--- src/rtl/tt_um_nasser_hadi_nrzi_rx.sv ---
`default_nettype none
// ============================================================================
//  Module      : tt_um_nasser_hadi_nrzi_rx
//  Description : Toggle-line (NRZI) framed receiver. The line is oversampled
//                and the bit phase re-aligns on every transition. Bits are
//                recovered by XOR of successive mid-bit samples. The block
//                hunts for a sync byte, reads a length byte, then delivers
//                that many payload bytes.
//  Ports       : clk, rst_n    - clock, asynchronous active-low reset
//                ena           - tile enable (ignored)
//                ui_in[0]      - NRZI line; ui_in[1] - rx_en
//                uo_out        - last delivered payload byte (holds)
//                uio_out[0]    - byte_valid pulse
//                uio_out[1]    - in_frame
//                uio_out[2]    - sync_hit pulse
//                uio_out[3]    - len_zero pulse
//                uio_oe        - constant 8'h0F
//  Revision    : 1.0 - initial release
// ============================================================================
module tt_um_nasser_hadi_nrzi_rx #(
    parameter int         CLKS_PER_BIT = 8,
    parameter logic [7:0] SYNC_BYTE    = 8'hA5
) (
    input  logic       clk,
    input  logic       rst_n,
    input  logic       ena,
    input  logic [7:0] ui_in,
    output logic [7:0] uo_out,
    input  logic [7:0] uio_in,
    output logic [7:0] uio_out,
    output logic [7:0] uio_oe
);

    localparam int              PH_W    = $clog2(CLKS_PER_BIT);
    localparam logic [PH_W-1:0] PH_MID  = PH_W'(CLKS_PER_BIT / 2);
    localparam logic [PH_W-1:0] PH_LAST = PH_W'(CLKS_PER_BIT - 1);

    typedef enum logic [1:0] {
        ST_HUNT = 2'd0,
        ST_LEN  = 2'd1,
        ST_DATA = 2'd2
    } state_t;

    // Synchronizer, edge detect and phase tracking
    logic            s1_q, s2_q, s2d_q;
    logic            en_q;
    logic [PH_W-1:0] ph_q, ph_d;
    logic            prev_q, prev_d;
    logic            edge_w;
    logic            strobe_w;
    logic [7:0]      sr_shift_w;

    // Framing state
    state_t     state_q, state_d;
    logic [2:0] bit_cnt_q, bit_cnt_d;
    logic [7:0] sr_q, sr_d;
    logic [7:0] remaining_q, remaining_d;
    logic [7:0] uo_q, uo_d;
    logic       byte_valid_q, byte_valid_d;
    logic       sync_hit_q, sync_hit_d;
    logic       len_zero_q, len_zero_d;

    logic       unused_inputs;
    assign unused_inputs = &{1'b0, ena, uio_in, ui_in[7:2]};

    assign edge_w = s2_q ^ s2d_q;
    // A transition landing on the mid-bit count re-aligns instead of sampling.
    assign strobe_w   = (ph_q == PH_MID) && !edge_w;
    assign sr_shift_w = {s2_q ^ prev_q, sr_q[7:1]};

    always_comb begin
        if (edge_w) begin
            ph_d = PH_W'(1);
        end else if (ph_q == PH_LAST) begin
            ph_d = '0;
        end else begin
            ph_d = ph_q + PH_W'(1);
        end
        // Line history keeps running even while disabled so that the first
        // bit after re-enable decodes against the true previous level.
        prev_d = strobe_w ? s2_q : prev_q;
    end

    always_comb begin
        state_d      = state_q;
        bit_cnt_d    = bit_cnt_q;
        sr_d         = sr_q;
        remaining_d  = remaining_q;
        uo_d         = uo_q;
        byte_valid_d = 1'b0;
        sync_hit_d   = 1'b0;
        len_zero_d   = 1'b0;

        if (!en_q) begin
            // Abort has priority over any byte completing this cycle.
            state_d   = ST_HUNT;
            bit_cnt_d = 3'd0;
            sr_d      = 8'h00;
        end else if (strobe_w) begin
            sr_d = sr_shift_w;
            case (state_q)
                ST_HUNT: begin
                    if (sr_shift_w == SYNC_BYTE) begin
                        sync_hit_d = 1'b1;
                        bit_cnt_d  = 3'd0;
                        state_d    = ST_LEN;
                    end
                end
                ST_LEN: begin
                    bit_cnt_d = bit_cnt_q + 3'd1;
                    if (bit_cnt_q == 3'd7) begin
                        remaining_d = sr_shift_w;
                        bit_cnt_d   = 3'd0;
                        if (sr_shift_w == 8'h00) begin
                            len_zero_d = 1'b1;
                            state_d    = ST_HUNT;
                            sr_d       = 8'h00;
                        end else begin
                            state_d = ST_DATA;
                        end
                    end
                end
                ST_DATA: begin
                    bit_cnt_d = bit_cnt_q + 3'd1;
                    if (bit_cnt_q == 3'd7) begin
                        uo_d         = sr_shift_w;
                        byte_valid_d = 1'b1;
                        remaining_d  = remaining_q - 8'd1;
                        bit_cnt_d    = 3'd0;
                        if (remaining_q == 8'd1) begin
                            state_d = ST_HUNT;
                            sr_d    = 8'h00;
                        end
                    end
                end
                default: begin
                    state_d   = ST_HUNT;
                    bit_cnt_d = 3'd0;
                    sr_d      = 8'h00;
                end
            endcase
        end
    end

    always_ff @(posedge clk or negedge rst_n) begin
        if (!rst_n) begin
            s1_q         <= 1'b0;
            s2_q         <= 1'b0;
            s2d_q        <= 1'b0;
            en_q         <= 1'b0;
            ph_q         <= '0;
            prev_q       <= 1'b0;
            state_q      <= ST_HUNT;
            bit_cnt_q    <= 3'd0;
            sr_q         <= 8'h00;
            remaining_q  <= 8'h00;
            uo_q         <= 8'h00;
            byte_valid_q <= 1'b0;
            sync_hit_q   <= 1'b0;
            len_zero_q   <= 1'b0;
        end else begin
            s1_q         <= ui_in[0];
            s2_q         <= s1_q;
            s2d_q        <= s2_q;
            en_q         <= ui_in[1];
            ph_q         <= ph_d;
            prev_q       <= prev_d;
            state_q      <= state_d;
            bit_cnt_q    <= bit_cnt_d;
            sr_q         <= sr_d;
            remaining_q  <= remaining_d;
            uo_q         <= uo_d;
            byte_valid_q <= byte_valid_d;
            sync_hit_q   <= sync_hit_d;
            len_zero_q   <= len_zero_d;
        end
    end

    assign uo_out  = uo_q;
    assign uio_out = {4'b0000, len_zero_q, sync_hit_q,
                      (state_q == ST_LEN) || (state_q == ST_DATA), byte_valid_q};
    assign uio_oe  = 8'h0F;

endmodule
`default_nettype wire

--- config.mk ---
export PLATFORM = sky130hd
export DESIGN_NAME = tt_um_nasser_hadi_nrzi_rx
export DESIGN_NICKNAME = d
export VERILOG_FILES = /design/src/rtl/tt_um_nasser_hadi_nrzi_rx.sv
export SDC_FILE = /design/constraint.sdc
export NUM_CORES = 1
export LEC_CHECK = 0
export BUFFER_PORTS_ARGS = -buffer_cell sky130_fd_sc_hd__buf_2
export CAP_MARGIN = 20
export CORE_ASPECT_RATIO = 0.8
export CORE_MARGIN = 2
export CORE_UTILIZATION = 45
export CTS_CLUSTER_SIZE = 30
export DETAILED_ROUTE_END_ITERATION = 16
export PLACE_DENSITY = 0.69
export SETUP_SLACK_MARGIN = 0.02
export SYNTH_ARGS = -nofsm -noshare
export SYNTH_HDL_FRONTEND = slang
export SYNTH_SLANG_ARGS = --single-unit
export TNS_END_PERCENT = 30
--- constraint.sdc ---
create_clock -name clk -period 5.87 [get_ports clk]
set_input_delay 1.174 -clock clk [delete_from_list [all_inputs] [get_ports clk]]
set_output_delay 1.174 -clock clk [all_outputs]
set_load 0.02 [all_outputs]
Word level (Yosys, flattened, before mapping)
Index checks and enable logic that the tools add are counted.
- register bits after elaboration: 40
- input port bits: 19
- output and inout port bits: 24
- word-level logic and storage cells: 82
- add/sub/neg operators: 3
- equal/unequal tests: 14
- multiplexer cells: 38
- bitwise gates (word level): 2
- reductions and logical operators: 11
- operators by type and width (cell ; count):
    8-bit 2-to-1 mux ; 8
    8-bit case mux with 3 select lines ; 1
    3-bit 2-to-1 mux ; 6
    8-bit case mux with 2 select lines ; 1
    2-bit 2-to-1 mux ; 7
    1-bit 2-to-1 mux ; 13
    3-bit != test (second input constant) ; 4
    5-bit AND reduction ; 2
    3-bit equality test (second input constant) ; 3
    8-bit by 1-bit equality test with 1-bit output (second input constant) ; 1
    8-bit equality test (second input constant) ; 1
    8-bit logical NOT ; 1
    8-bit by 1-bit subtractor with 8-bit output (second input constant) ; 1
    3-bit by 1-bit adder with 3-bit output (second input constant) ; 2
    2-bit case mux with 3 select lines ; 1
    3-bit case mux with 2 select lines ; 1
    2-bit != test (second input constant) ; 2
    4-bit AND reduction ; 1
    2-bit by 1-bit equality test with 1-bit output (second input constant) ; 1
    2-bit equality test (second input constant) ; 1
    2-bit logical NOT ; 1
    2-bit by 1-bit != test with 1-bit output (second input constant) ; 1
    2-bit AND reduction ; 1
    2-bit nonzero test ; 1
    other kinds (5) ; 6

Longest topological paths before layout
- depth in word-level cells: 7
- mapped depth: 7

Worst setup path before layout
Ideal clock, no wire load.
- path type: reg-to-output
- start: register state_q[0]
- end: output uio_out[1]
- data arrival time: 830 ps
- data required time: 4696 ps
- setup slack: 3866 ps
- stages on the path, launching flop included: 3
- path through: dfrtp_1 > inv_1 > ha_1
- word-level cells in the longest chain between the ends: 2
- elaborated cells on any way between the ends: 3
- those cells by class: eq/ne (2); reduce/logical (1)
- ends and longest elaborated chain (what ; RTL line ; text):
    start, declared ; 54 ; state_t state_q, state_d;
    start signal, assigned ; 168 ; state_q <= state_d;
    2-bit by 1-bit equality test with 1-bit output or 2-bit equality test (tied branches) ; 181 ; (state_q == ST_LEN) || (state_q == ST_DATA), byte_valid_q};
    1-bit logical OR * ; 181 ;
    end, declared ; 30 ; output logic [7:0] uio_out,
Mark *: on every way between the ends. The rest lies on a longest branch, timed or not.

Worst setup path in the final report
Same ends and word-level chain as after synthesis.

==> impl_metrics.json <==
{
  "area_growth_pct": 7.719,
  "die_h_um": 65.91,
  "grt_pass1_wl_mm": 7.003,
  "drtIter0Drc": 121,
  "max_freq_mhz": 403.5,
  "final_area_um2": 2322,
  "syn_area_um2": 2156,
  "die_w_um": 81.39,
  "synth.area.mux_share_pct": 7.139,
  "insertion_delay_ns": 0.29,
  "ys_top_cells_by_count": "dfrtp_1 (39), buf_4 (15), ha_1 (11)",
  "end_kind": "output pin",
  "synth_edf_count": 0,
  "ys_warn_count": 0,
  "antenna_found_initial": 0,
  "critPathCapture": "uio_out[1]",
  "finalNetCount": 240,
  "max-vdd-ir-drop_uv": 205.8,
  "async_flop_share_pct": 100.0,
  "yosysUniqueCellTypes": 48,
  "cts_resized": 0,
  "ys_seq_elements": 39,
  "worst_pin_slew_ns": 0.8556,
  "post-place-ws_ns": 3.593,
  "vias": 1496,
  "maxCapViolations": 0,
  "tns_ns": 0,
  "cp-startpoint": "state_q[0]",
  "worst_slack_ns": 3.392,
  "synth_area_per_cell_um2": 10.89,
  "yosys.area_share.simple_pct": 15.09,
  "wirelength_mm": 4.155,
  "rr_startpoint": "s2_q",
  "rsz0062_at_grt": "no",
  "critPathKind": "register to output pin",
  "cts-root-buf": "clkbuf_8",
  "grt-ovfl-total": 0,
  "viasPerCell": 5.520,
  "ant_nets": 0,
  "cts_tree": "built",
  "clk_pin_slew_worst_paths_ns": 0.07,
  "maxSlewViolCount": 0,
  "outcome": "completed",
  "std_cell_rows": 22,
  "ys_top_cells_by_area": "dfrtp_1 (45%), ha_1 (6.4%), buf_4 (5.2%), mux2_2 (4.2%), a22o_1 (3.3%)",
  "p_total_mw": 0.5489,
  "hold_violations": 0,
  "coreArea_um2": 4597,
  "remaining_drc_errors": 0,
  "yosysMostFrequentCell": "dfrtp_1",
  "regToRegSetupSlack_ns": 3.60,
  "grt_max_degree": 40,
  "seq_area_frac_synth_pct": 45.27,
  "cts_setup_buffers": 0,
  "arrival_ns": 1.30,
  "place_area_um2": 2205,
  "clock_sinks": 39,
  "min_path_type": "register to register",
  "die_area_um2": 5364,
  "gp_congestion": 0.7865,
  "required_ns": 4.70,
  "powerDensity_nw_per_um2": 236.4,
  "insertedDiodeCount": 0,
  "cts_buffers": 5,
  "synth_xor_area_share_pct": 1.219,
  "yosys.area.top_type_share_pct": 45.27,
  "maxSlewHeadroom_pct": 42.96,
  "wl_per_cell_um": 15.33,
  "min_from": "s1_q",
  "port_buffers": 15,
  "synth_ff_type": "dfrtp_1",
  "place_hpwl_mm": 2.958,
  "setup_viol": 0,
  "fin_crit_ns": 2.478,
  "yosysTopAreaCell": "dfrtp_1",
  "htree_levels": 2,
  "skew_ns": 0.006374,
  "clockBufferDepth": 2,
  "nFillCells": 422,
  "r2r-end": "bit_cnt_q[0]",
  "syn_inst": 198,
  "p_leak_nw": 1.111,
  "drt_pass1_iterations": 4,
  "worst-path-max-fanout": 4,
  "postCtsHoldBufs": 0,
  "reg2reg_depth": 4,
  "final.period_utilization_pct": 42.22,
  "synth_compound_area_share_pct": 16.37,
  "grt_usage_pct": 17.26,
  "initial_core_util_pct": 46.90,
  "synth_fa_ha_area_share_pct": 6.384,
  "drive_gt1_share_pct": 17.54,
  "grt_pass1_vias": 1400,
  "io_pins": 43,
  "startpoint_type": "register",
  "synth_top_family_by_area": "compound AO/OA/AOI/OAI gates",
  "worstHoldPathCells": 0
}
-- layout by cell type, fill, tap and decap left out, types with 2 or more instances in the layout --
| master | synthesis | layout |
|---|---|---|
| inv_1 | 10 | 10 |
| o22a_1 | 3 | 3 |
| nor3b_1 | 4 | 4 |
| o221a_1 | 3 | 3 |
| conb_1 | 2 | 12 |
| nand4bb_1 | 2 | 2 |
| o211ai_1 | 2 | 2 |
| a31oi_1 | 4 | 4 |
| clkbuf_8 | 0 | 6 |
| nand2_1 | 7 | 7 |
| nor3_1 | 2 | 2 |
| a21oi_1 | 4 | 4 |
| nor4_1 | 5 | 5 |
| o22ai_1 | 2 | 2 |
| xor2_1 | 2 | 2 |
| mux2_1 | 3 | 3 |
| nand4_1 | 3 | 3 |
| o21ai_0 | 8 | 8 |
| mux2i_1 | 3 | 3 |
| buf_2 | 0 | 15 |
| a22o_1 | 8 | 8 |
| mux2_2 | 8 | 8 |
| and3_1 | 4 | 4 |
| nand3_1 | 5 | 5 |
| ha_1 | 11 | 11 |
| nor2_1 | 10 | 10 |
| dfrtp_1 | 39 | 39 |
| and2_1 | 5 | 5 |
-- cell families (layout without fill, tap and decap cells) --
group                      after synthesis  in the layout
buffers and inverters                   30             33
muxes                                   14             14
AOI/OAI and AO/OA                       44             44
adders and majority gates               11             11
xor gates and xnor gates                 3              3
other                                    2             12
and+or+nand+nor                         55             55
DFF                                     39             39
-- flip-flops by register name (all words and copies together) (netlist names) --
register / count
bit_cnt_q: 3
byte_valid_q: 1
en_q: 1
len_zero_q: 1
ph_q: 3
prev_q: 1
remaining_q: 8
s1_q: 1
s2_q: 1
s2d_q: 1
sr_q: 7
state_q: 2
sync_hit_q: 1
uo_out: 8
-- how the worst min path moves through the flow --
| stage | to |
|---|---|
| floorplan | s2_q |
| global placement | s2_q |
| detailed placement | s2_q |
| CTS | s2_q |
| global route | s2_q |
| finish | s2_q |
-- per-stage QoR --
step | cells | util [%] | hold slack, ns
2_1_floorplan | 208 | - | 0.3312
3_3_place_gp | 263 | 47.96 | 0.3431
3_5_place_dp | 263 | 47.96 | 0.3444
4_1_cts | 271 | 50.52 | 0.3625
5_1_grt | 271 | 50.52 | 0.3701
6_report | 271 | 50.52 | 0.3589
-- power by group --
| group | leakage (nW) | switching [mW] | internal [mW] |
|---|---|---|---|
| logic | 0.524 | 0.0284 | 0.0104 |
| registers | 0.526 | 0.00649 | 0.276 |
| clock network | 0.0612 | 0.0904 | 0.137 |
| total | 1.11 | 0.125 | 0.424 |
-- per-layer routing --
metal / up-vias / track usage, % / share of wire [%]
met5: - / 0 / 0
met4: 0 / 6.568 / 1.4
met3: 7 / 4.645 / 4.5
met2: 34 / 25.31 / 44
met1: 733 / 24.26 / 50
li1: 722 / - / -
-- cell type report --
| cell class | instances | area [µm²] | area share (%) |
|---|---|---|---|
| flip-flops and latches | 39 | 975.9 | 42.03 |
| clock buffers | 6 | 82.58 | 3.556 |
| well taps | 60 | 75.07 | 3.233 |
| multi-input cells | 139 | 1041 | 44.83 |
| inverters | 10 | 37.54 | 1.616 |
| clock inverters | 2 | 35.03 | 1.509 |
| repair buffers | 15 | 75.07 | 3.233 |
-- critical path, cell delays in order (launching register included) --
cell     delay [ns]
dfrtp_1        0.41
inv_1          0.09
ha_1           0.34
buf_2          0.18
(Power assumes the default switching activity.)
